--- src/rtl/hazard_scoreboard.sv ---
// Hazard unit for the 5-stage pipeline: forwarding, load-use and branch-flush logic
// plus an in-order scoreboard that tracks outstanding mul/div (MCU) results.
module hazard_scoreboard #(
  parameter int unsigned REG_AW = 5,
  parameter int unsigned DEPTH  = 4
) (
  input  logic                      CLK,
  input  logic                      RESETn,
  input  logic [REG_AW-1:0]         rs1D,
  input  logic [REG_AW-1:0]         rs2D,
  input  logic [REG_AW-1:0]         rdD,
  input  logic                      RegWriteD,
  input  logic                      mcuD,
  input  logic [REG_AW-1:0]         rs1E,
  input  logic [REG_AW-1:0]         rs2E,
  input  logic [REG_AW-1:0]         rdE,
  input  logic                      MemtoRegE,
  input  logic                      mcu_startE,
  input  logic [REG_AW-1:0]         rdM,
  input  logic [REG_AW-1:0]         rdW,
  input  logic                      RegWriteM,
  input  logic                      RegWriteW,
  input  logic [1:0]                PCSrcE,
  input  logic                      mcu_done,
  output logic [1:0]                ForwardAE,
  output logic [1:0]                ForwardBE,
  output logic                      StallF,
  output logic                      StallD,
  output logic                      FlushD,
  output logic                      FlushE,
  output logic [REG_AW-1:0]         mcu_rd,
  output logic                      mcu_busy,
  output logic                      sb_full,
  output logic [(1<<REG_AW)-1:0]    pending,
  output logic                      err
);

  localparam int unsigned NREG  = 1 << REG_AW;
  localparam int unsigned PTR_W = $clog2(DEPTH);
  localparam int unsigned CNT_W = $clog2(DEPTH + 1);

  logic [REG_AW-1:0] fifo [DEPTH];
  logic [PTR_W-1:0]  wrPtr, rdPtr, wrPtrNext, rdPtrNext;
  logic [CNT_W-1:0]  count, cntNext;
  logic [NREG-1:0]   pendingNext;
  logic [NREG-1:0]   busyVec;
  logic              errQ, errNext;
  logic              doneAcc, startAcc, isEmpty, isFull;
  logic              lwStall, sbStall, fullStall, taken, hz;
  logic              unusedPcSrc;

  assign unusedPcSrc = PCSrcE[1];

  // M-stage result has priority over W-stage; x0 is never forwarded.
  function automatic logic [1:0] fwdSel(
    input logic [REG_AW-1:0] rs,
    input logic [REG_AW-1:0] rdMi,
    input logic              wrM,
    input logic [REG_AW-1:0] rdWi,
    input logic              wrW
  );
    logic [1:0] sel;
    sel = 2'b00;
    if (wrM && (rdMi != '0) && (rs == rdMi))      sel = 2'b10;
    else if (wrW && (rdWi != '0) && (rs == rdWi)) sel = 2'b01;
    return sel;
  endfunction

  assign ForwardAE = fwdSel(rs1E, rdM, RegWriteM, rdW, RegWriteW);
  assign ForwardBE = fwdSel(rs2E, rdM, RegWriteM, rdW, RegWriteW);

  assign isEmpty  = (count == '0);
  assign isFull   = (count == CNT_W'(DEPTH));
  assign doneAcc  = mcu_done & ~isEmpty;
  // A same-cycle completion frees the slot before the new op is pushed.
  assign startAcc = mcu_startE & (~isFull | doneAcc);

  // Scoreboard next state: pop before push, set of pending wins over clear.
  always_comb begin
    cntNext     = count;
    wrPtrNext   = wrPtr;
    rdPtrNext   = rdPtr;
    pendingNext = pending;
    errNext     = errQ;
    if (doneAcc) begin
      cntNext             = cntNext - CNT_W'(1);
      rdPtrNext           = rdPtr + PTR_W'(1);
      pendingNext[mcu_rd] = 1'b0;
    end
    if (startAcc) begin
      cntNext   = cntNext + CNT_W'(1);
      wrPtrNext = wrPtr + PTR_W'(1);
      if (rdE != '0) pendingNext[rdE] = 1'b1;
    end
    if ((mcu_done && isEmpty) || (mcu_startE && isFull && !mcu_done)) errNext = 1'b1;
  end

  always_ff @(posedge CLK or negedge RESETn) begin
    if (!RESETn) begin
      count   <= '0;
      wrPtr   <= '0;
      rdPtr   <= '0;
      pending <= '0;
      errQ    <= 1'b0;
    end else begin
      count   <= cntNext;
      wrPtr   <= wrPtrNext;
      rdPtr   <= rdPtrNext;
      pending <= pendingNext;
      errQ    <= errNext;
    end
  end

  always_ff @(posedge CLK or negedge RESETn) begin
    if (!RESETn) begin
      for (int unsigned i = 0; i < DEPTH; i++) fifo[i] <= '0;
    end else if (startAcc) begin
      fifo[wrPtr] <= rdE;
    end
  end

  assign mcu_rd   = fifo[rdPtr];
  assign mcu_busy = ~isEmpty;
  assign sb_full  = isFull;
  assign err      = errQ;

  // A register is busy while pending or while its producer issues this cycle.
  always_comb begin
    busyVec = pending;
    if (mcu_startE) busyVec[rdE] = 1'b1;
    busyVec[0] = 1'b0;
  end

  // Stall/flush resolution; a taken transfer cancels every Decode stall.
  always_comb begin
    lwStall   = MemtoRegE && (rdE != '0) && ((rs1D == rdE) || (rs2D == rdE));
    sbStall   = busyVec[rs1D] || busyVec[rs2D] || (RegWriteD && busyVec[rdD]);
    fullStall = mcuD && (cntNext == CNT_W'(DEPTH));
    taken     = PCSrcE[0];
    hz        = (lwStall || sbStall || fullStall) && !taken;
    StallF    = hz;
    StallD    = hz;
    FlushD    = taken;
    FlushE    = hz || taken;
  end

endmodule

--- config.mk ---
export PLATFORM = sky130hd
export DESIGN_NAME = hazard_scoreboard
export DESIGN_NICKNAME = d
export VERILOG_FILES = /design/src/rtl/hazard_scoreboard.sv
export SDC_FILE = /design/constraint.sdc
export NUM_CORES = 1
export LEC_CHECK = 0
export BUFFER_PORTS_ARGS = -buffer_cell sky130_fd_sc_hd__buf_2
export CORE_MARGIN = 10
export CORE_UTILIZATION = 35
export DETAILED_ROUTE_END_ITERATION = 7
export PLACE_DENSITY_LB_ADDON = 0.12
export SLEW_MARGIN = 30
export SYNTH_ARGS = -nofsm -noshare
export SYNTH_HDL_FRONTEND = slang
export SYNTH_SLANG_ARGS = --single-unit
--- constraint.sdc ---
create_clock -name CLK -period 6.4 [get_ports CLK]
set_input_delay 1.6 -clock CLK [delete_from_list [all_inputs] [get_ports CLK]]
set_output_delay 1.6 -clock CLK [all_outputs]
set_load 0.01 [all_outputs]
==> results of run 1 <==
-- per-stage QoR --
stage,total power [mW],area [sq um]
after floorplan,1.448,4723
after global placement,1.877,5264
after detailed placement,1.902,5264
after CTS,2.348,5535
after global routing,2.506,5535
final,2.332,5535
-- power groups by stage --
stage	registers (mW)	clock network (mW)	logic [mW]
after floorplan	0.735	0	0.713
after global placement	0.792	0	1.08
after detailed placement	0.803	0	1.10
after CTS	0.798	0.445	1.10
after global routing	0.826	0.458	1.22
final	0.801	0.437	1.09
-- cell type report --
| cell class | instances | share of cell area, % |
|---|---|---|
| clock buffer | 12 | 4.453 |
| clock inverter | 4 | 0.4521 |
| inverter | 13 | 0.8816 |
| multi-input combinational | 422 | 54.07 |
| sequential | 60 | 27.12 |
| tap | 176 | 3.978 |
| timing repair buffer | 99 | 9.042 |
-- sequential cells by signal (all words and copies together) (netlist names) --
name / flops
count: 3
err: 1
fifo: 20
pending: 32
rdPtr: 2
wrPtr: 2
-- metal layers --
layer / track usage, % / wire [microns]
met1: 21.79 / 7066
met2: 29.13 / 8195
met5: 0 / 0
met3: 2.878 / 1083
met4: 6.331 / 359
-- cell families after synthesis --
group	Yosys count
and+or+nand+nor	169
AOI/OAI and AO/OA	149
DFF	60
muxes	59
buffers and inverters	46
xor gates and xnor gates	38
adders and majority gates	7
-- cells in the mapped netlist (all sizes together) (11+ instances only) --
library cell	n	share of area, %
xor2	18	3.3
o21ai	77	8.2
xnor2	20	3.7
clkbuf	13	1.0
inv	12	0.95
nand3	22	2.3
nand2	53	4.2
dfrtp	60	32
a21oi	16	1.7
nor2b	11	1.5
mux2	25	6.0
mux2i	26	5.5
nor2	16	1.3
buf	20	2.8
-- worst max path at each step --
stage | cells after the start | endpoint | start
finish | 8 | StallD | rs2D[0]
floorplan | 11 | StallF | mcu_done
global route | 9 | StallD | rdE[1]
detailed placement | 9 | StallD | rdD[0]
global placement | 8 | StallD | rs2D[0]
CTS | 9 | StallD | rdD[0]
==> flow_summary_export.csv, run 1 <==
group,metric,value,unit
yosys,synth_top_family_by_area,"simple AND/OR/NAND/NOR gates",
drt,drc,0,
global_routing,grtUsageTotal,17.32,%
place,place_congestion,0.8726,
global_routing,grt_pass1_wl,25.57,mm
timing,slew_viol_final,0,
die,rows,42,
place,io_buffers,97,
timing,rsz0062_at_grt,"false",
die,core_area,0.01324,sq mm
finish,drive_gt1_share,26.07,%
critical_path,crit_family,"simple AND/OR/NAND/NOR gates",
outcome,status,"complete, no violations",
timing,finalSetupViolCount,0,
critical_path,critPathKind,"in -> out",
yosys,synth-adder-area-share,1.854,%
finish,multi_input_area,0.002993,sq mm
clock_tree,cts_hold_buf,0,
yosys,synth_fp_nets,586,
clock_tree,cts_root_buffer,"clkbuf_16",
critical_path,path_buf_inv,2,
clock_tree,cts.clk_slew.worst_paths,0.05,ns
yosys,synth_warnings,0,
yosys,synthDistinctLibCells,65,
critical_path,r2r_start,"count[0]$_DFF_PN0_",
yosys,avgSynthCellArea,8.946,sq um
global_routing,overflow,0,
critical_path,slowest_stage,"mux4_2",
power_and_ir_drop,seq_power_share,34.3,%
critical_path,startpoint_type,"primary input",
timing,max_clock_freq,178.9,MHz
hold_path,holdPathStages,1,
global_routing,grt_pass1_vias,4521,
yosys,synthesis.area,0.004723,sq mm
power_and_ir_drop,p_leak,2.317,nW
drt,vias_per_cell,5.854,
run,maxCapViolations,0,
yosys,synthMuxAreaShare,15.28,%
drt,finalWirelength,16.71,mm
die,initial_utilization,35.67,%
place,post-place-ws,0.8436,ns
critical_path,arrival,3.99,ns
die,die_width,136.2,microns
critical_path,r2r_setup_slack,4.08,ns
clock_tree,cts_buffers,9,
yosys,synthSimpleGateAreaFrac,19.92,%
yosys,async_flop_share,100.0,%
clock_tree,clkSinkCount,60,
power_and_ir_drop,netSwitchingPower,1.020,mW
drt,wl_per_cell,21.25,microns
critical_path,crit_chain,"buf_2 -> mux4_2 -> a31oi_1 -> a2111oi_1 -> or4_4 -> nor4_2 -> a21oi_1 -> buf_2",
critical_path,path_max_fanout,18,
critical_path,slowest_delay,0.59,ns
drt,drtAntennaViolNets,0,
timing,fin_skew,0.003992,ns
global_routing,grt_max_degree,61,
timing,period_share,87.33,%
hold_path,worstHoldStart,"err$_DFFE_PN0P_",
finish,fill_cells,1363,
place,dp_hpwl,12.58,mm
yosys,synth_edf_count,0,
hold_path,min_path_type,"reg -> reg",
timing,tightest_slew,0.7926,ns
clock_tree,ctsResizeCount,0,
die,pin_count,99,
timing,whs,0.4595,ns
clock_tree,clockBufferDepth,2,
critical_path,crit_path_end_kind,"output port",
timing,setup_tns,0,ns
hold_path,min_to,"err$_DFFE_PN0P_",
finish,nNetsFinal,663,
critical_path,worst_path_most_repeated_cell,"buf_2",
clock_tree,htreeDepth,3,
global_routing,grt_antenna_before_repair,0,
timing,period_needed,5.589,ns
yosys,synth_cells,528,
power_and_ir_drop,p_per_area,421.3,mW/mm^2
yosys,yosysSeqAreaShare,31.79,%
finish,most-common-layout-cells,"buf_2, o21ai_0, dfrtp_1",
power_and_ir_drop,switching_share,43.75,%
finish,insertedDiodeCount,0,
drt,first_pass_iters,5,
power_and_ir_drop,internal-power,1.312,mW
finish,layout_commonest_cell,"buf_2",
critical_path,rr_endpoint,"count[2]$_DFF_PN0_",
yosys,synth_ff_type,"dfrtp_1",
critical_path,required,4.80,ns
power_and_ir_drop,pwr-share-comb,46.9,%
finish,syn_to_final_growth,17.19,%
finish,post-route-util,41.80,%
yosys,synth_compound_gate_area_share,19.26,%
finish,finalNonFillerCells,786,
place,dp_cells,770,
finish,regArea,0.001501,sq mm
drt,via_count,4601,
power_and_ir_drop,clockPowerShare,18.7,%
clock_tree,cts_tree,"done",
timing,slew_headroom,47.16,%
power_and_ir_drop,irDropWorstVdd,0.2231,mV
yosys,synth-xor-area-share,7.046,%
clock_tree,postCtsSetupRepairBufs,0,
clock_tree,insertion_delay,0.33,ns
yosys,synth-seq-cells,60,
timing,setup_slack,0.8106,ns
critical_path,reg2reg_depth,8,
die,die_area,0.01854,sq mm
drt,drtIter0Drc,295,
timing,hold_viol,0,
die,dieHeight,136.2,microns
Power figures use the tool's default switching activity.
==> inputs of run 2 (changes only) <==
BUFFER_PORTS_ARGS = unset   (was -buffer_cell sky130_fd_sc_hd__buf_2)
DONT_BUFFER_PORTS = 1   (was unset)
==> run 2 against run 1 <==
Effect of this change: register-to-register slack worse by 0.05 ns; critical endpoint is now StallF; core utilization shrank 3.1 points; setup slack improved by 0.30 ns; largest cell class unchanged; first-iteration DRC count up 12%.
==> flow_summary_export.csv, run 2 (synthesized netlist as in run 1, its figures left out) <==
group,metric,value,unit
outcome,status,"complete, no violations",
clock_tree,insertion_delay,0.33,ns
hold_path,holdPathStages,2,
finish,insertedDiodeCount,0,
critical_path,path_max_fanout,10,
critical_path,r2r_start,"count[0]$_DFF_PN0_",
clock_tree,clockBufferDepth,2,
clock_tree,cts_hold_buf,0,
finish,top_register,"pending",
global_routing,grt_pass1_wl,25.18,mm
critical_path,rr_endpoint,"count[2]$_DFF_PN0_",
critical_path,arrival,3.69,ns
timing,rsz0062_at_grt,"false",
clock_tree,cts_root_buffer,"clkbuf_16",
critical_path,reg2reg_depth,8,
drt,via_count,4234,
global_routing,overflow,0,
drt,drtIter0Drc,329,
drt,vias_per_cell,6.154,
timing,finalSetupViolCount,0,
finish,syn_to_final_growth,8.450,%
drt,drc,0,
hold_path,min_path_type,"reg -> reg",
drt,finalWirelength,16.38,mm
power_and_ir_drop,p_leak,1.954,nW
die,rows,42,
place,dp_hpwl,12.40,mm
clock_tree,htreeDepth,3,
critical_path,r2r_setup_slack,4.03,ns
drt,first_pass_iters,6,
timing,slew_headroom,51.35,%
clock_tree,postCtsSetupRepairBufs,0,
timing,max_clock_freq,189.1,MHz
finish,most-common-layout-cells,"o21ai_0, dfrtp_1, nand2_1",
die,pin_count,99,
timing,tightest_slew,0.7245,ns
timing,setup_tns,0,ns
clock_tree,cts_buffers,9,
finish,fill_cells,1354,
clock_tree,clkSinkCount,60,
clock_tree,ctsResizeCount,0,
timing,fin_skew,0.006531,ns
place,io_buffers,0,
global_routing,grtUsageTotal,17.37,%
die,core_area,0.01324,sq mm
critical_path,required,4.80,ns
timing,whs,0.4764,ns
power_and_ir_drop,p_per_area,447.4,mW/mm^2
critical_path,critPathKind,"in -> out",
drt,wl_per_cell,23.81,microns
critical_path,crit_path_end_kind,"output port",
clock_tree,cts_tree,"done",
place,place_congestion,0.8818,
finish,largest_register_ffs,32,
finish,reg.largest.list,"pending (32), fifo (20), count (3)",
global_routing,grt_pass1_vias,4172,
timing,slew_viol_final,0,
power_and_ir_drop,p_total,2.292,mW
hold_path,worstHoldStart,"fifo[11]$_DFFE_PN0P_",
finish,finalNonFillerCells,688,
die,die_area,0.01854,sq mm
power_and_ir_drop,irDropWorstVdd,0.2260,mV
global_routing,grt_max_degree,61,
finish,layout_commonest_cell,"o21ai_0",
finish,drive_gt1_share,12.11,%
timing,hold_viol,0,
clock_tree,cts.clk_slew.worst_paths,0.05,ns
hold_path,min_to,"fifo[11]$_DFFE_PN0P_",
die,initial_utilization,35.67,%
critical_path,startpoint_type,"primary input",
global_routing,grt_antenna_before_repair,0,
finish,nNetsFinal,565,
timing,period_needed,5.288,ns
run,maxCapViolations,0,
die,die_width,136.2,microns
timing,period_share,82.62,%
die,dieHeight,136.2,microns
drt,drtAntennaViolNets,0,
place,dp_cells,672,
## run 2: cell types whose count changed in the layout (fill, tap and decap cells not counted), sizes merged
cell	previous run	this run
bufinv	0	3
clkinv	3	2
clkinvlp	2	0
buf	99	1
## run 2: layout make-up
type / instances / area (sq um) / area share, %
repair buffers: 1 / 7.507 / 0.1466
inverters: 13 / 48.80 / 0.9526
clock buffers: 12 / 256.5 / 5.007
flip-flops and latches: 60 / 1501 / 29.31
multi-input cells: 422 / 2993 / 58.43
well taps: 176 / 220.2 / 4.299
clock inverters: 4 / 95.09 / 1.856
## run 2: worst max-delay path by stage
| stage | slack, ns | from | cells after the start | end |
|---|---|---|---|---|
| 2_1_floorplan | 1.18 | mcu_done | 11 | StallF |
| 3_3_place_gp | 1.18 | mcu_done | 9 | StallD |
| 3_5_place_dp | 1.14 | mcu_done | 9 | StallF |
| 4_1_cts | 1.14 | mcu_done | 9 | StallF |
| 5_1_grt | 0.85 | rdE[0] | 6 | StallF |
| 6_report | 1.11 | mcu_done | 9 | StallF |
## run 2: worst max-delay path, cell delays in order
cell,delay [ns]
and2_1,0.16
xnor2_1,0.17
ha_1,0.33
a21oi_1,0.05
mux4_2,0.48
nand3_1,0.19
nand4_1,0.14
nor4_2,0.31
a21oi_1,0.26
## run 2: routing by layer
| metal | routed length, microns | vias up | share of wire (%) | global-route usage [%] |
|---|---|---|---|---|
| met4 | 427 | 0 | 2.6 | 7.219 |
| met5 | 0 | - | 0 | 0 |
| met3 | 1599 | 34 | 9.8 | 5.535 |
| met1 | 6396 | 2074 | 39 | 20.07 |
| met2 | 7959 | 185 | 49 | 29.05 |
| li1 | - | 1941 | - | - |
## run 2: through the flow
stage	instance area, sq um	setup WS (ns)	utilization (%)
2_1_floorplan	4723	1.184	-
3_3_place_gp	4771	1.179	36.03
3_5_place_dp	4771	1.144	36.03
4_1_cts	5122	1.138	38.68
5_1_grt	5122	0.8501	38.68
6_report	5122	1.112	38.68
## run 2: where the power goes
part	total [mW]	leakage (nW)	internal [mW]	switching [mW]
Sequential	0.874	0.727	0.560	0.314
Combinational	0.852	1.05	0.383	0.470
Clock	0.565	0.173	0.401	0.165
Total	2.29	1.95	1.34	0.949
